--- src/rtl/flexbyte_pkg.sv ---
// Shared types and helpers for the flexbyte transmit sequencing controller.
package flexbyte_pkg;

  typedef enum logic {
    IDLE = 1'b0,
    SEND = 1'b1
  } state_t;

  // Number of output chunks per input word; 0 flags an unusable chunk width.
  function automatic int unsigned chunk_count(input int unsigned n_in,
                                              input int unsigned n_out);
    return (n_out == 0) ? 0 : n_in / n_out;
  endfunction

endpackage

--- src/rtl/flexbyte_stall_cnt.sv ---
// Saturating count of consecutive stalled cycles; flags the cycle whose stall reaches LIMIT.
module flexbyte_stall_cnt #(
  parameter  int unsigned LIMIT = 255,
  localparam int unsigned CNT_W = $clog2(LIMIT + 1)
) (
  input  logic clk,
  input  logic rst,
  input  logic i_clear,
  input  logic i_stall,
  output logic o_reach_c
);

  logic [CNT_W-1:0] r_cnt;

  always_ff @(posedge clk or posedge rst) begin
    if (rst) begin
      r_cnt <= '0;
    end else if (i_clear) begin
      r_cnt <= '0;
    end else if (i_stall && (r_cnt != CNT_W'(LIMIT))) begin
      r_cnt <= r_cnt + CNT_W'(1);
    end
  end

  assign o_reach_c = i_stall & (r_cnt == CNT_W'(LIMIT - 1));

endmodule

--- src/rtl/flexbyte_tx_ctrl.sv ---
// Word-to-chunk sequencing controller driving an external shift register's load/shift strobes.
// Optional stall timeout compiled in with FLEXBYTE_TX_CTRL_TIMEOUT_EN.
module flexbyte_tx_ctrl
  import flexbyte_pkg::*;
#(
  parameter  int unsigned NUM_BYTES_IN   = 2,
  parameter  int unsigned NUM_BYTES_OUT  = 1,
  parameter  int unsigned TIMEOUT_CYCLES = 255,
  localparam int unsigned CHUNKS         = chunk_count(NUM_BYTES_IN, NUM_BYTES_OUT),
  localparam int unsigned IDX_W          = ($clog2(CHUNKS) > 1) ? $clog2(CHUNKS) : 1
) (
  input  logic             clk,
  input  logic             rst,
  input  logic             word_valid,
  output logic             word_ready,
  output logic             load_enable,
  output logic             shift_enable,
  output logic             chunk_valid,
  input  logic             chunk_ready,
  output logic [IDX_W-1:0] chunk_idx,
  output logic             chunk_last,
  output logic             timeout_err
);

  if ((NUM_BYTES_OUT == 0) ||
      ((NUM_BYTES_IN % ((NUM_BYTES_OUT == 0) ? 1 : NUM_BYTES_OUT)) != 0)) begin : g_chk_div
    $fatal(1, "flexbyte_tx_ctrl: NUM_BYTES_IN must be a multiple of NUM_BYTES_OUT");
  end
  if (CHUNKS < 2) begin : g_chk_chunks
    $fatal(1, "flexbyte_tx_ctrl: at least two chunks per word are required");
  end
  if (TIMEOUT_CYCLES == 0) begin : g_chk_timeout
    $fatal(1, "flexbyte_tx_ctrl: TIMEOUT_CYCLES must be at least 1");
  end

  state_t           r_state;
  logic [IDX_W-1:0] r_idx;
  logic             r_valid;
  logic             r_last;
  logic             w_acc;
  logic             w_fin;
  logic             w_ready;
  logic             w_load;

  assign w_acc   = r_valid & chunk_ready;
  assign w_fin   = w_acc & r_last;
  assign w_ready = ~rst & ((r_state == IDLE) | w_fin);
  assign w_load  = word_valid & w_ready;

  // Sequencer: a finishing word hands over directly to the next load without a bubble.
  always_ff @(posedge clk or posedge rst) begin
    if (rst) begin
      r_state <= IDLE;
      r_idx   <= '0;
      r_valid <= 1'b0;
      r_last  <= 1'b0;
    end else begin
      case (r_state)
        IDLE: begin
          if (w_load) begin
            r_state <= SEND;
            r_idx   <= '0;
            r_valid <= 1'b1;
            r_last  <= 1'b0;
          end
        end
        SEND: begin
          if (w_fin) begin
            r_idx  <= '0;
            r_last <= 1'b0;
            if (!w_load) begin
              r_state <= IDLE;
              r_valid <= 1'b0;
            end
          end else if (w_acc) begin
            r_idx  <= r_idx + IDX_W'(1);
            r_last <= (r_idx == IDX_W'(CHUNKS - 2));
          end
        end
        default: begin
          r_state <= IDLE;
          r_idx   <= '0;
          r_valid <= 1'b0;
          r_last  <= 1'b0;
        end
      endcase
    end
  end

  assign word_ready   = w_ready;
  assign load_enable  = w_load;
  assign shift_enable = w_acc & ~r_last;
  assign chunk_valid  = r_valid;
  assign chunk_idx    = r_idx;
  assign chunk_last   = r_last;

`ifdef FLEXBYTE_TX_CTRL_TIMEOUT_EN
  logic w_reach;
  logic r_timeout_err;

  flexbyte_stall_cnt #(
    .LIMIT (TIMEOUT_CYCLES)
  ) u_stall_cnt (
    .clk       (clk),
    .rst       (rst),
    .i_clear   (~r_valid | w_acc),
    .i_stall   (r_valid & ~chunk_ready),
    .o_reach_c (w_reach)
  );

  // Sticky until reset; data flow never looks at it.
  always_ff @(posedge clk or posedge rst) begin
    if (rst) begin
      r_timeout_err <= 1'b0;
    end else if (w_reach) begin
      r_timeout_err <= 1'b1;
    end
  end

  assign timeout_err = r_timeout_err;
`else
  assign timeout_err = 1'b0;
`endif

endmodule

--- config.mk ---
export PLATFORM = sky130hd
export DESIGN_NAME = flexbyte_tx_ctrl
export DESIGN_NICKNAME = d
export VERILOG_FILES = /design/src/rtl/flexbyte_pkg.sv /design/src/rtl/flexbyte_stall_cnt.sv /design/src/rtl/flexbyte_tx_ctrl.sv
export SDC_FILE = /design/constraint.sdc
export NUM_CORES = 1
export LEC_CHECK = 0
export BUFFER_PORTS_ARGS = -buffer_cell sky130_fd_sc_hd__buf_2
export CELL_PAD_IN_SITES_DETAIL_PLACEMENT = 2
export CELL_PAD_IN_SITES_GLOBAL_PLACEMENT = 2
export CORE_AREA = 8 8 45 47
export DETAILED_ROUTE_END_ITERATION = 10
export DIE_AREA = 0 0 53 55
export PLACE_DENSITY = 0.57
export SKIP_LAST_GASP = 1
export SLEW_MARGIN = 25
export SYNTH_ARGS = -nofsm -noshare
export SYNTH_HDL_FRONTEND = slang
export SYNTH_SLANG_ARGS = --single-unit
--- constraint.sdc ---
create_clock -name clk -period 2.4 [get_ports clk]
set_input_delay 0.6 -clock clk [delete_from_list [all_inputs] [get_ports clk]]
set_output_delay 0.6 -clock clk [all_outputs]
set_load 0.03 [all_outputs]
==> reports/summary.txt, run 1 <==
CLOCKING
----------------------------------------------------------------------------------------
Clock-pin slew of the registers on the worst-case setup and hold paths           0.04 ns
Post-CTS Setup Inserts                                                                 0
Quantity of hold-fixing buffers added after cts                                        0
TritonCTS clock tree                                                               built
H-Tree Level Count                                                                     1
PostCTS Resize Cnt                                                                     0
Clock buffers created by TritonCTS                                                     3
Clock latency at the later pin of the worst-skew pair                            0.23 ns
Clock root buffer                                                           sky130_fd_sc_hd__clkbuf_4
Number of clock sinks seen by CTS                                                      3
Clock Tree Buf Depth                                                                   2

PLACE
----------------------------------------------------------------------------------------
Placer congestion estimate                                                         0.613
Input/output buffers                                                                   9
Pre-CTS setup slack                                                             0.594 ns
Half-perimeter wire length after detailed placement                          474 microns

WORST SETUP PATH
----------------------------------------------------------------------------------------
Startpoint types                                                               input pin
Slowest cell on the critical path                                           sky130_fd_sc_hd__a31oi_2
WP data arrival                                                                  1.20 ns
Capturing point of the worst reg2reg path                                        r_state
FF-to-FF setup slack                                                             1.53 ns
Data required time at the worst endpoint                                         1.80 ns
Cell seen most often among critical-path stages                             sky130_fd_sc_hd__buf_2
Sequence of cells on the critical path                                      buf_2 > a31oi_2 > nor2_1 > buf_2
Element type at the critical path end                                         output pin
Largest incremental delay on the critical path                                   0.22 ns
Depth of the worst register-to-register path                                           2
Highest fanout seen on the critical path                                               4
Critical R2R Launch                                                            chunk_idx
Worst Setup Path Type                                                       input pin to output pin

LAYOUT
----------------------------------------------------------------------------------------
Number of antenna repair diodes                                                        0
Filler Cell Count                                                                    176
Final #Nets                                                                           36
Area growth from synthesis to final layout                                         41.8%
Fraction of final layout cells with drive strength greater than 1                  48.4%

TIMING
----------------------------------------------------------------------------------------
Time the worst path needs with I/O delays and setup                              1.80 ns
Portion of the clock cycle consumed by the worst path in the final layout          74.9%
Hold Fails Final Rpt                                                                   0
Min setup slack post-route                                                      0.602 ns
Fin Clk Skew                                                                  0.00460 ns
Setup repair after global routing missed its margin                                   no
Setup violation total in the final timing report                                       0
Max Slew Vio Count                                                                     0
Upper clock frequency limit                                                      556 MHz
Setup_tns                                                                           0 ns

SYNTH
----------------------------------------------------------------------------------------
Most used standard cells in the synthesized netlist                         sky130_fd_sc_hd__dfrtp_1 (3), sky130_fd_sc_hd__nor2_1 (3), sky130_fd_sc_hd__buf_4 (2)
FF+latch count, synth                                                                  3
Average footprint of a synthesized cell                                       9.13 sq um
Synth Net Count                                                                       24
Post-synth cell types                                                                 15
Share of the yosys chip area belonging to registers                                41.1%
Dominant cell type by area after synthesis                                  sky130_fd_sc_hd__dfrtp_1
Total of warnings raised by yosys                                                      0
Cell Area, Synth                                                               183 sq um
Number of enable flip-flop cells after synthesis                                       0
Asr flop ratio synth                                                                100%
Post-synth top area share                                                          41.1%
Cell types with the largest area share after synthesis                      sky130_fd_sc_hd__dfrtp_1 (41%), sky130_fd_sc_hd__buf_4 (8.2%), sky130_fd_sc_hd__nand2b_4 (7.5%), sky130_fd_sc_hd__a31oi_2 (6.8%), sky130_fd_sc_hd__nor2_1 (6.2%)
Main synth FF type                                                          sky130_fd_sc_hd__dfrtp_1
Cell count after synthesis                                                            20

DRT
----------------------------------------------------------------------------------------
DRT Pass-1 Iters                                                                       2
Count of routing violations after the opening detailed-route iteration                 1
Drc violations                                                                         0
Routed vias/inst                                                                    4.06
WL final                                                                     559 microns
Post-route ant nets                                                                    0
Detail-routed net length per standard cell                                  11.9 microns
Number of vias after detailed routing                                                191

GLOBAL ROUTE
----------------------------------------------------------------------------------------
Vias in the first global route                                                       201
Overall Global Routing Usage                                                       4.92%
Pin count of the biggest net entering global routing                                   8
First-pass GRT wire length                                                   966 microns
Gr ovfl total                                                                          0
Initial antenna violation count                                                        0

FLOORPLAN
----------------------------------------------------------------------------------------
Total die area                                                                2920 sq um
Die Width                                                                     53 microns
Die Ht                                                                        55 microns
Core outline area                                                             1380 sq um
FP Rows                                                                               14
# IOs                                                                                 11
Initial standard-cell utilization of the core                                      13.2%

RUN
----------------------------------------------------------------------------------------
Max_cap viols                                                                          0

POWER
----------------------------------------------------------------------------------------
Worst ir drop on vdd                                                            0.166 mV
Static power due to leakage                                                     0.139 nW
PD cells                                                                     588 nW/um^2

MIN PATH
----------------------------------------------------------------------------------------
Path class of the lowest-slack min-delay path                               input pin to asynchronous set/reset pin

OUTCOME
----------------------------------------------------------------------------------------
Result of the run                                                              completed

## worst max path at each step
stage / cells past startpoint / slack, ns / end / startpoint
6_report: 4 / 0.60 / word_ready / chunk_ready
5_1_grt: 3 / 0.50 / word_ready / chunk_idx
4_1_cts: 4 / 0.59 / word_ready / chunk_ready
3_5_place_dp: 4 / 0.59 / word_ready / chunk_ready
3_3_place_gp: 4 / 0.62 / load_enable / chunk_ready
2_1_floorplan: 2 / 0.62 / load_enable / chunk_idx
## logic make-up (layout without fill, tap and decap cells)
kind of cell / after synthesis / count (layout) / synth area share, %
other cells: 1 / 1 / 2.05
buf+inv: 4 / 15 / 12.3
compound gates: 6 / 6 / 26.0
simple gates: 6 / 6 / 18.5
flops: 3 / 3 / 41.1
## sequential cells by signal (all words and copies together) (netlist names)
| register | cells |
|---|---|
| chunk_idx | 1 |
| r_state | 1 |
| chunk_valid | 1 |
## through the flow
stage / utilization (%) / total power, mW / hold WS (ns) / std cells / area (sq um)
2_1_floorplan: - / 0.0580 / 0.371 / 20 / 183
6_report: 18.7 / 0.152 / 0.272 / 47 / 259
4_1_cts: 18.7 / 0.157 / 0.268 / 47 / 259
3_5_place_dp: 16.8 / 0.0622 / 0.523 / 43 / 233
5_1_grt: 18.7 / 0.165 / 0.278 / 47 / 259
3_3_place_gp: 16.8 / 0.0617 / 0.512 / 43 / 233
## power by group
part,internal [mW],switching [mW]
clock network,0.0625,0.0285
logic,0.00335,0.00715
registers,0.0508,0
## final cells by class
| class | count | area (sq um) | share of cell area [%] |
|---|---|---|---|
| inverter | 2 | 7.51 | 2.90 |
| clock buffer | 4 | 26.3 | 10.1 |
| sequential | 3 | 75.1 | 29.0 |
| tap | 16 | 20.0 | 7.73 |
| timing repair buffer | 9 | 45.0 | 17.4 |
| multi-input combinational | 13 | 85.1 | 32.9 |
## cell usage in the layout (no fill, tap or decap), types with 3 or more instances in the layout
cell                       netlist  final
sky130_fd_sc_hd__nor2_1          3      3
sky130_fd_sc_hd__dfrtp_1         3      3
sky130_fd_sc_hd__buf_2           0      9
sky130_fd_sc_hd__clkbuf_4        0      3
## worst max-delay path: cells and delay by family
family                 cells  cell delay (ns)
buffers and inverters      2             0.30
AOI/OAI and AO/OA          1             0.22
and+or+nand+nor            1             0.07
## per-layer routing
| metal | global-route usage, % | vias up | part of all wire (%) |
|---|---|---|---|
| met2 | 6.84 | 10 | 46 |
| met5 | 0 | - | 0 |
| met1 | 4.42 | 92 | 43 |
| met4 | 5.17 | 0 | 0 |
| met3 | 3.74 | 0 | 11 |
| li1 | - | 89 | - |
No activity file was read; power rests on OpenSTA's default activity.
==> inputs of run 2 (changes only) <==
--- a/config.mk
+++ b/config.mk
@@ -11,7 +11,7 @@
 export CORE_AREA = 8 8 45 47
 export DETAILED_ROUTE_END_ITERATION = 10
 export DIE_AREA = 0 0 53 55
-export PLACE_DENSITY = 0.57
+export PLACE_DENSITY = 0.59
 export SKIP_LAST_GASP = 1
 export SLEW_MARGIN = 25
 export SYNTH_ARGS = -nofsm -noshare
==> constraint.sdc (replaced) <==
create_clock -name clk -period 1.4 [get_ports clk]
set_input_delay 0.35 -clock clk [delete_from_list [all_inputs] [get_ports clk]]
set_output_delay 0.35 -clock clk [all_outputs]
set_load 0.03 [all_outputs]
==> run 2 against run 1 <==
- die area did not move
- hold slack got worse by 0.24 ns
- via count rose by 4.7%
- the flow now finishes with violations (setup timing)
==> reports/summary.txt, run 2 (same netlist as run 1, synthesis figures left out) <==
GLOBAL ROUTE
----------------------------------------------------------------------------------------
Gr ovfl total                                                                          0   unchanged
Initial antenna violation count                                                        0   unchanged
Vias in the first global route                                                       238   +18%
Most Crowded Layer GR                                                               met2
Overall Global Routing Usage                                                       5.63%   +0.71 points
Met2 global-route usage                                                            9.57%   +2.7 points
Pin count of the biggest net entering global routing                                   6   -2
Met3 usage                                                                         4.28%   +0.53 points
Global Route met1 Usage                                                            4.87%   +0.45 points
First-pass GRT wire length                                                       1.14 mm   +18%

LAYOUT
----------------------------------------------------------------------------------------
Most common cell after layout, fill and taps aside                          sky130_fd_sc_hd__buf_2
Count of non-filler cells in the finished layout                                      51   +8.5%
Number of antenna repair diodes                                                        0   unchanged
Fraction of final layout cells with drive strength greater than 1                  65.7%   +17 points
Final #Nets                                                                           40   +11%
Area growth from synthesis to final layout                                         74.0%
Most frequent cells in the layout                                           sky130_fd_sc_hd__buf_2 (7), sky130_fd_sc_hd__buf_4 (4), sky130_fd_sc_hd__clkbuf_4 (3)

WORST SETUP PATH
----------------------------------------------------------------------------------------
WP data arrival                                                                  1.06 ns   -0.14 ns
Critical R2R Launch                                                          chunk_valid
Data required time at the worst endpoint                                         1.05 ns   -0.75 ns
Largest incremental delay on the critical path                                   0.42 ns   +0.20 ns
Sequence of cells on the critical path                                      a31oi_4 > nor2_2 > buf_6
Element type at the critical path end                                         output pin
Depth of the worst register-to-register path                                           5   +3
Capturing point of the worst reg2reg path                                      chunk_idx
Startpoint types                                                               flip-flop
Highest fanout seen on the critical path                                               3   -1
FF-to-FF setup slack                                                             0.31 ns   -1.22 ns
CP top delay family                                                           flip-flops
Slowest cell on the critical path                                           sky130_fd_sc_hd__dfrtp_2
Worst Setup Path Type                                                       flip-flop to output pin
Buf/Inv on CP                                                                          1   -1

FLOORPLAN
----------------------------------------------------------------------------------------
Total die area                                                                2920 sq um   unchanged
FP Rows                                                                               14   unchanged
Die Ht                                                                        55 microns   unchanged
Core outline area                                                             1380 sq um   unchanged
Die Width                                                                     53 microns   unchanged
# IOs                                                                                 11   unchanged
Initial standard-cell utilization of the core                                      13.2%   unchanged

POWER
----------------------------------------------------------------------------------------
PD cells                                                                     817 nW/um^2   +39%
Relative contribution of combinational cells to total power                         7.5%   +0.6 points
Clock group share of total power                                                   59.0%   -0.7 points
Sequential share of power                                                          33.6%   +0.2 points
Worst ir drop on vdd                                                            0.432 mV   +160%
Static power due to leakage                                                     0.158 nW   +14%
Internal cell power                                                               200 uW   +71%
Switching pwr                                                                    59.9 uW   +68%
Sw Share                                                                           23.0%   -0.37 points

TIMING
----------------------------------------------------------------------------------------
Fin Clk Skew                                                                0.0000955 ns   -0.00450 ns
Upper clock frequency limit                                                      708 MHz
Max Slew Vio Count                                                                     0   unchanged
Setup_tns                                                                     -0.0249 ns   -0.0249 ns
Setup violation total in the final timing report                                       2   +2
Portion of the clock cycle consumed by the worst path in the final layout           101%
Hold Fails Final Rpt                                                                   0   unchanged
Time the worst path needs with I/O delays and setup                              1.41 ns
Min setup slack post-route                                                    -0.0125 ns   -0.615 ns
Setup repair after global routing missed its margin                                  yes

DRT
----------------------------------------------------------------------------------------
Detail-routed net length per standard cell                                  13.8 microns   +16%
Routed vias/inst                                                                    3.92   -3.5%
Count of routing violations after the opening detailed-route iteration                 0   -1
DRT Pass-1 Iters                                                                       1   -1
Number of vias after detailed routing                                                200   +4.7%
Post-route ant nets                                                                    0   unchanged
Drc violations                                                                         0   unchanged
WL final                                                                     703 microns   +26%

CLOCKING
----------------------------------------------------------------------------------------
Number of clock sinks seen by CTS                                                      3   unchanged
Clock root buffer                                                           sky130_fd_sc_hd__clkbuf_4
Clock-pin slew of the registers on the worst-case setup and hold paths           0.04 ns   about the same
Quantity of hold-fixing buffers added after cts                                        0   unchanged
H-Tree Level Count                                                                     1   unchanged
Clock Tree Buf Depth                                                                   2   unchanged
TritonCTS clock tree                                                               built
Clock latency at the later pin of the worst-skew pair                            0.23 ns   about the same
Clock buffers created by TritonCTS                                                     3   unchanged

PLACE
----------------------------------------------------------------------------------------
Input/output buffers                                                                   9   unchanged
Half-perimeter wire length after detailed placement                          474 microns   about the same
Placed instance count                                                                 43   unchanged
Pre-CTS setup slack                                                            0.0734 ns   -0.521 ns
Placer congestion estimate                                                         0.575   -6.3%

OUTCOME
----------------------------------------------------------------------------------------
Result of the run                                                           finished with violations
Violations in the final reports                                             setup timing

RUN
----------------------------------------------------------------------------------------
Max_cap viols                                                                          0   unchanged

MIN PATH
----------------------------------------------------------------------------------------
Path class of the lowest-slack min-delay path                               input pin to asynchronous set/reset pin

==> run 2: through the flow <==
| step | cell area [sq um] | power (mW) | hold WS, ns | util, % |
|---|---|---|---|---|
| 6_report | 318 | 0.260 | 0.0277 | 23.0 |
| 5_1_grt | 318 | 0.283 | 0.0283 | 23.0 |
| 3_5_place_dp | 239 | 0.107 | 0.279 | 17.3 |
| 2_1_floorplan | 189 | 0.0998 | 0.121 | - |
| 3_3_place_gp | 239 | 0.106 | 0.268 | 17.3 |
| 4_1_cts | 310 | 0.269 | 0.0241 | 22.4 |
==> run 2: cell type report <==
cell class / instances / area (sq um)
Sequential cell: 3 / 77.6
Inverter: 2 / 7.51
Timing Repair Buffer: 13 / 87.6
Multi-Input combinational cell: 13 / 98.8
Tap cell: 16 / 20.0
Clock buffer: 4 / 26.3
Fill cell: 167 / 1070
==> run 2: what timing repair did <==
| action | in CTS | in global routing |
|---|---|---|
| pin swaps | 1 | 0 |
| endpoints found under the setup margin | 2 | 2 |
| endpoints found under the hold margin | 0 | 0 |
| setup buffers | 3 | 1 |
| gates resized for setup | 6 | 0 |
==> run 2: power by group through the flow <==
stage	clock [mW]	combinational [mW]	sequential, mW
3_3_place_gp	0	0.0179	0.0883
5_1_grt	0.174	0.0213	0.0870
6_report	0.153	0.0194	0.0872
3_5_place_dp	0	0.0188	0.0883
2_1_floorplan	0	0.0115	0.0883
4_1_cts	0.163	0.0194	0.0871
==> run 2: routing by layer <==
metal | up-vias | part of all wire, %
met5 | - | 0
met4 | 0 | 0
met3 | 0 | 14
met2 | 10 | 48
met1 | 94 | 39
li1 | 96 | -
==> run 2: worst max-delay path by stage <==
stage                start            to  depth (start not counted)
3_5_place_dp   chunk_ready    word_ready                          4
2_1_floorplan  chunk_valid  shift_enable                          2
4_1_cts        chunk_valid    word_ready                          3
6_report       chunk_valid   load_enable                          3
3_3_place_gp   chunk_ready   load_enable                          4
5_1_grt        chunk_valid   load_enable                          3
==> inputs of run 3 (changes only) <==
--- a/config.mk
+++ b/config.mk
@@ -5,13 +5,14 @@
 export SDC_FILE = /design/constraint.sdc
 export NUM_CORES = 1
 export LEC_CHECK = 0
-export BUFFER_PORTS_ARGS = -buffer_cell sky130_fd_sc_hd__buf_2
 export CELL_PAD_IN_SITES_DETAIL_PLACEMENT = 2
 export CELL_PAD_IN_SITES_GLOBAL_PLACEMENT = 2
 export CORE_AREA = 8 8 45 47
 export DETAILED_ROUTE_END_ITERATION = 10
 export DIE_AREA = 0 0 53 55
-export PLACE_DENSITY = 0.59
+export DONT_BUFFER_PORTS = 1
+export PLACE_DENSITY = 0.45
+export SETUP_SLACK_MARGIN = 0.15
 export SKIP_LAST_GASP = 1
 export SLEW_MARGIN = 25
 export SYNTH_ARGS = -nofsm -noshare
==> run 3 against run 2 <==
- the run now ends clean
- routed wire length shrank 18%
- cell count shrank 9.8%
- cell area shrank 1.6%
- die area is the same
- sequential power is essentially flat
- count of clock-buffer cells in the layout is the same
- clock skew grew 0.0016 ns
- highest routed layer unchanged
- critical endpoint unchanged
- global-route usage shrank 1.2 points
- first-iteration DRC count grew 2
- register-to-register slack gained 0.05 ns
- utilization shrank 0.36 points
==> reports/summary.txt, run 3 (same netlist as run 1, synthesis figures left out) <==
TIMING
----------------------------------------------------------------------------------------
Setup repair after global routing missed its margin                                  yes
Setup violation total in the final timing report                                       0   -2
Portion of the clock cycle consumed by the worst path in the final layout          98.3%   -2.6 points
Time the worst path needs with I/O delays and setup                              1.38 ns   -0.0370 ns
Fin Clk Skew                                                                  0.00166 ns   +0.00156 ns
Setup_tns                                                                           0 ns   +0.0249 ns
Hold Fails Final Rpt                                                                   0   unchanged
Max Slew Vio Count                                                                     0   unchanged
Upper clock frequency limit                                                      727 MHz   +2.7%

CLOCKING
----------------------------------------------------------------------------------------
Clock-pin slew of the registers on the worst-case setup and hold paths           0.04 ns   about the same
Clock root buffer                                                           sky130_fd_sc_hd__clkbuf_4
Clock latency at the later pin of the worst-skew pair                            0.23 ns   about the same
Number of clock sinks seen by CTS                                                      3   unchanged
Clock Tree Buf Depth                                                                   2   unchanged
TritonCTS clock tree                                                               built
H-Tree Level Count                                                                     1   unchanged
Clock buffers created by TritonCTS                                                     3   unchanged

GLOBAL ROUTE
----------------------------------------------------------------------------------------
First-pass GRT wire length                                                   869 microns   -24%
Initial antenna violation count                                                        0   unchanged
Vias in the first global route                                                       212   -11%
Overall Global Routing Usage                                                       4.43%   -1.2 points
Gr ovfl total                                                                          0   unchanged
Pin count of the biggest net entering global routing                                   6   unchanged

RUN
----------------------------------------------------------------------------------------
Max_cap viols                                                                          0   unchanged

FLOORPLAN
----------------------------------------------------------------------------------------
Total die area                                                                2920 sq um   unchanged
Die Ht                                                                        55 microns   unchanged
# IOs                                                                                 11   unchanged
Core outline area                                                             1380 sq um   unchanged
Initial standard-cell utilization of the core                                      13.2%   unchanged
FP Rows                                                                               14   unchanged
Die Width                                                                     53 microns   unchanged

LAYOUT
----------------------------------------------------------------------------------------
Final #Nets                                                                           35   -13%
Number of antenna repair diodes                                                        0   unchanged
End-of-flow core utilization                                                       22.6%   -0.36 points
Count of non-filler cells in the finished layout                                      46   -9.8%
Most frequent cells in the layout                                           sky130_fd_sc_hd__buf_4 (5), sky130_fd_sc_hd__clkbuf_4 (3), sky130_fd_sc_hd__nor2_4 (2), sky130_fd_sc_hd__dfrtp_2 (2), sky130_fd_sc_hd__buf_6 (2)
Most common cell after layout, fill and taps aside                          sky130_fd_sc_hd__buf_4
Fraction of final layout cells with drive strength greater than 1                  60.0%   -5.7 points
Area growth from synthesis to final layout                                         71.2%

WORST SETUP PATH
----------------------------------------------------------------------------------------
CP top delay family                                                           flip-flops
Slowest cell on the critical path                                           sky130_fd_sc_hd__dfrtp_2
Data required time at the worst endpoint                                         1.05 ns   about the same
Element type at the critical path end                                         output pin
Sequence of cells on the critical path                                      a31oi_4 > nor2_4
Largest incremental delay on the critical path                                   0.43 ns   about the same
Startpoint types                                                               flip-flop
Worst Setup Path Type                                                       flip-flop to output pin
Buf/Inv on CP                                                                          0   -1
Highest fanout seen on the critical path                                               4   +1
WP data arrival                                                                  1.03 ns   -0.03 ns

POWER
----------------------------------------------------------------------------------------
Internal cell power                                                               199 uW   -0.59%
Relative contribution of combinational cells to total power                         5.3%   -2.2 points
Switching pwr                                                                    52.0 uW   -13%
Worst ir drop on vdd                                                            0.211 mV   -51%
PD cells                                                                     801 nW/um^2   -2.0%
Static power due to leakage                                                     0.132 nW   -17%
Clock group share of total power                                                   59.9%   +0.9 points
Sw Share                                                                           20.7%   -2.3 points
Sequential share of power                                                          34.8%   +1.2 points

DRT
----------------------------------------------------------------------------------------
Routed vias/inst                                                                    3.96   +0.89%
Top routing layer used                                                              met3
Post-route ant nets                                                                    0   unchanged
WL final                                                                     579 microns   -18%
Detail-routed net length per standard cell                                  12.6 microns   -8.7%
Count of routing violations after the opening detailed-route iteration                 2   +2
DRT Pass-1 Iters                                                                       3   +2
Drc violations                                                                         0   unchanged
Post-Route M1 WL                                                             185 microns   -32%
Number of vias after detailed routing                                                182   -9.0%
Met3 wire length                                                              69 microns   -27%
Routed wl met2                                                               325 microns   -3.3%

PLACE
----------------------------------------------------------------------------------------
Placer congestion estimate                                                         0.662   +15%
Placed instance count                                                                 37   -14%
Half-perimeter wire length after detailed placement                          437 microns   -7.7%
Input/output buffers                                                                   0   -9

OUTCOME
----------------------------------------------------------------------------------------
Result of the run                                                              completed

MIN PATH
----------------------------------------------------------------------------------------
Path class of the lowest-slack min-delay path                               input pin to flip-flop

## run 3: changes by cell type in the layout (fill, tap and decap cells not counted)
cell	delta
sky130_fd_sc_hd__nor2_4	+2
sky130_fd_sc_hd__buf_4	+1
sky130_fd_sc_hd__buf_2	-7
sky130_fd_sc_hd__nor2_1	-1
sky130_fd_sc_hd__dlygate4sd3_1	+1
sky130_fd_sc_hd__nor2_2	-1
## run 3: what timing repair did
action	4_1_cts	5_1_grt
resized for setup	1	1
endpoints found under the hold margin	3	0
pin swaps	2	0
buffers inserted	3	1
endpoints found under the setup margin	3	5
hold buffers	1	0
## run 3: cell type report
class                           count  area, sq um
Tap cell                           16         20.0
Sequential cell                     3         77.6
Fill cell                         167         1070
Multi-Input combinational cell     13          111
Inverter                            2         7.51
Timing Repair Buffer                8         70.1
Clock buffer                        4         26.3
## run 3: worst paths after layout
kind / start / end / slack (ns) / depth (start not counted)
min in group asynchronous: rst / chunk_valid / 0.46 / 2
worst min-delay path: word_valid / r_state / 0.26 / 1
max in group asynchronous: rst / chunk_idx / 0.76 / 2
worst max register to register: chunk_valid / chunk_valid / 0.36 / 4
worst max-delay path: chunk_valid / load_enable / 0.02 / 2
worst min register to register: r_state / chunk_valid / 0.64 / 2
## run 3: layer usage
| metal | vias to the layer above | global-route usage, % |
|---|---|---|
| met1 | 89 | 3.05 |
| li1 | 87 | - |
| met3 | 0 | 2.41 |
| met2 | 6 | 7.81 |
| met5 | - | 0 |
| met4 | 0 | 5.17 |
## run 3: stage by stage
stage          total power, mW  setup slack, ns  hold WS, ns  cell area (sq um)
2_1_floorplan            0.100            0.185        0.121                211
3_3_place_gp            0.0994            0.238        0.142                239
3_5_place_dp            0.0995            0.233        0.147                239
4_1_cts                  0.259          0.00673        0.245                302
5_1_grt                  0.270          -0.0248        0.239                313
6_report                 0.251           0.0245        0.257                313
## run 3: power by group through the flow
| stage | sequential [mW] | clock (mW) | combinational [mW] |
|---|---|---|---|
| 2_1_floorplan | 0.0883 | 0 | 0.0121 |
| 3_3_place_gp | 0.0883 | 0 | 0.0111 |
| 3_5_place_dp | 0.0883 | 0 | 0.0112 |
| 4_1_cts | 0.0872 | 0.158 | 0.0135 |
| 5_1_grt | 0.0870 | 0.169 | 0.0142 |
| 6_report | 0.0872 | 0.150 | 0.0132 |
## run 3: worst reg2reg max path, stage by stage (launching register included)
cell	delay (ns)
sky130_fd_sc_hd__dfrtp_2	0.43
sky130_fd_sc_hd__buf_4	0.14
sky130_fd_sc_hd__buf_4	0.13
sky130_fd_sc_hd__a31oi_1	0.14
sky130_fd_sc_hd__a41oi_1	0.07
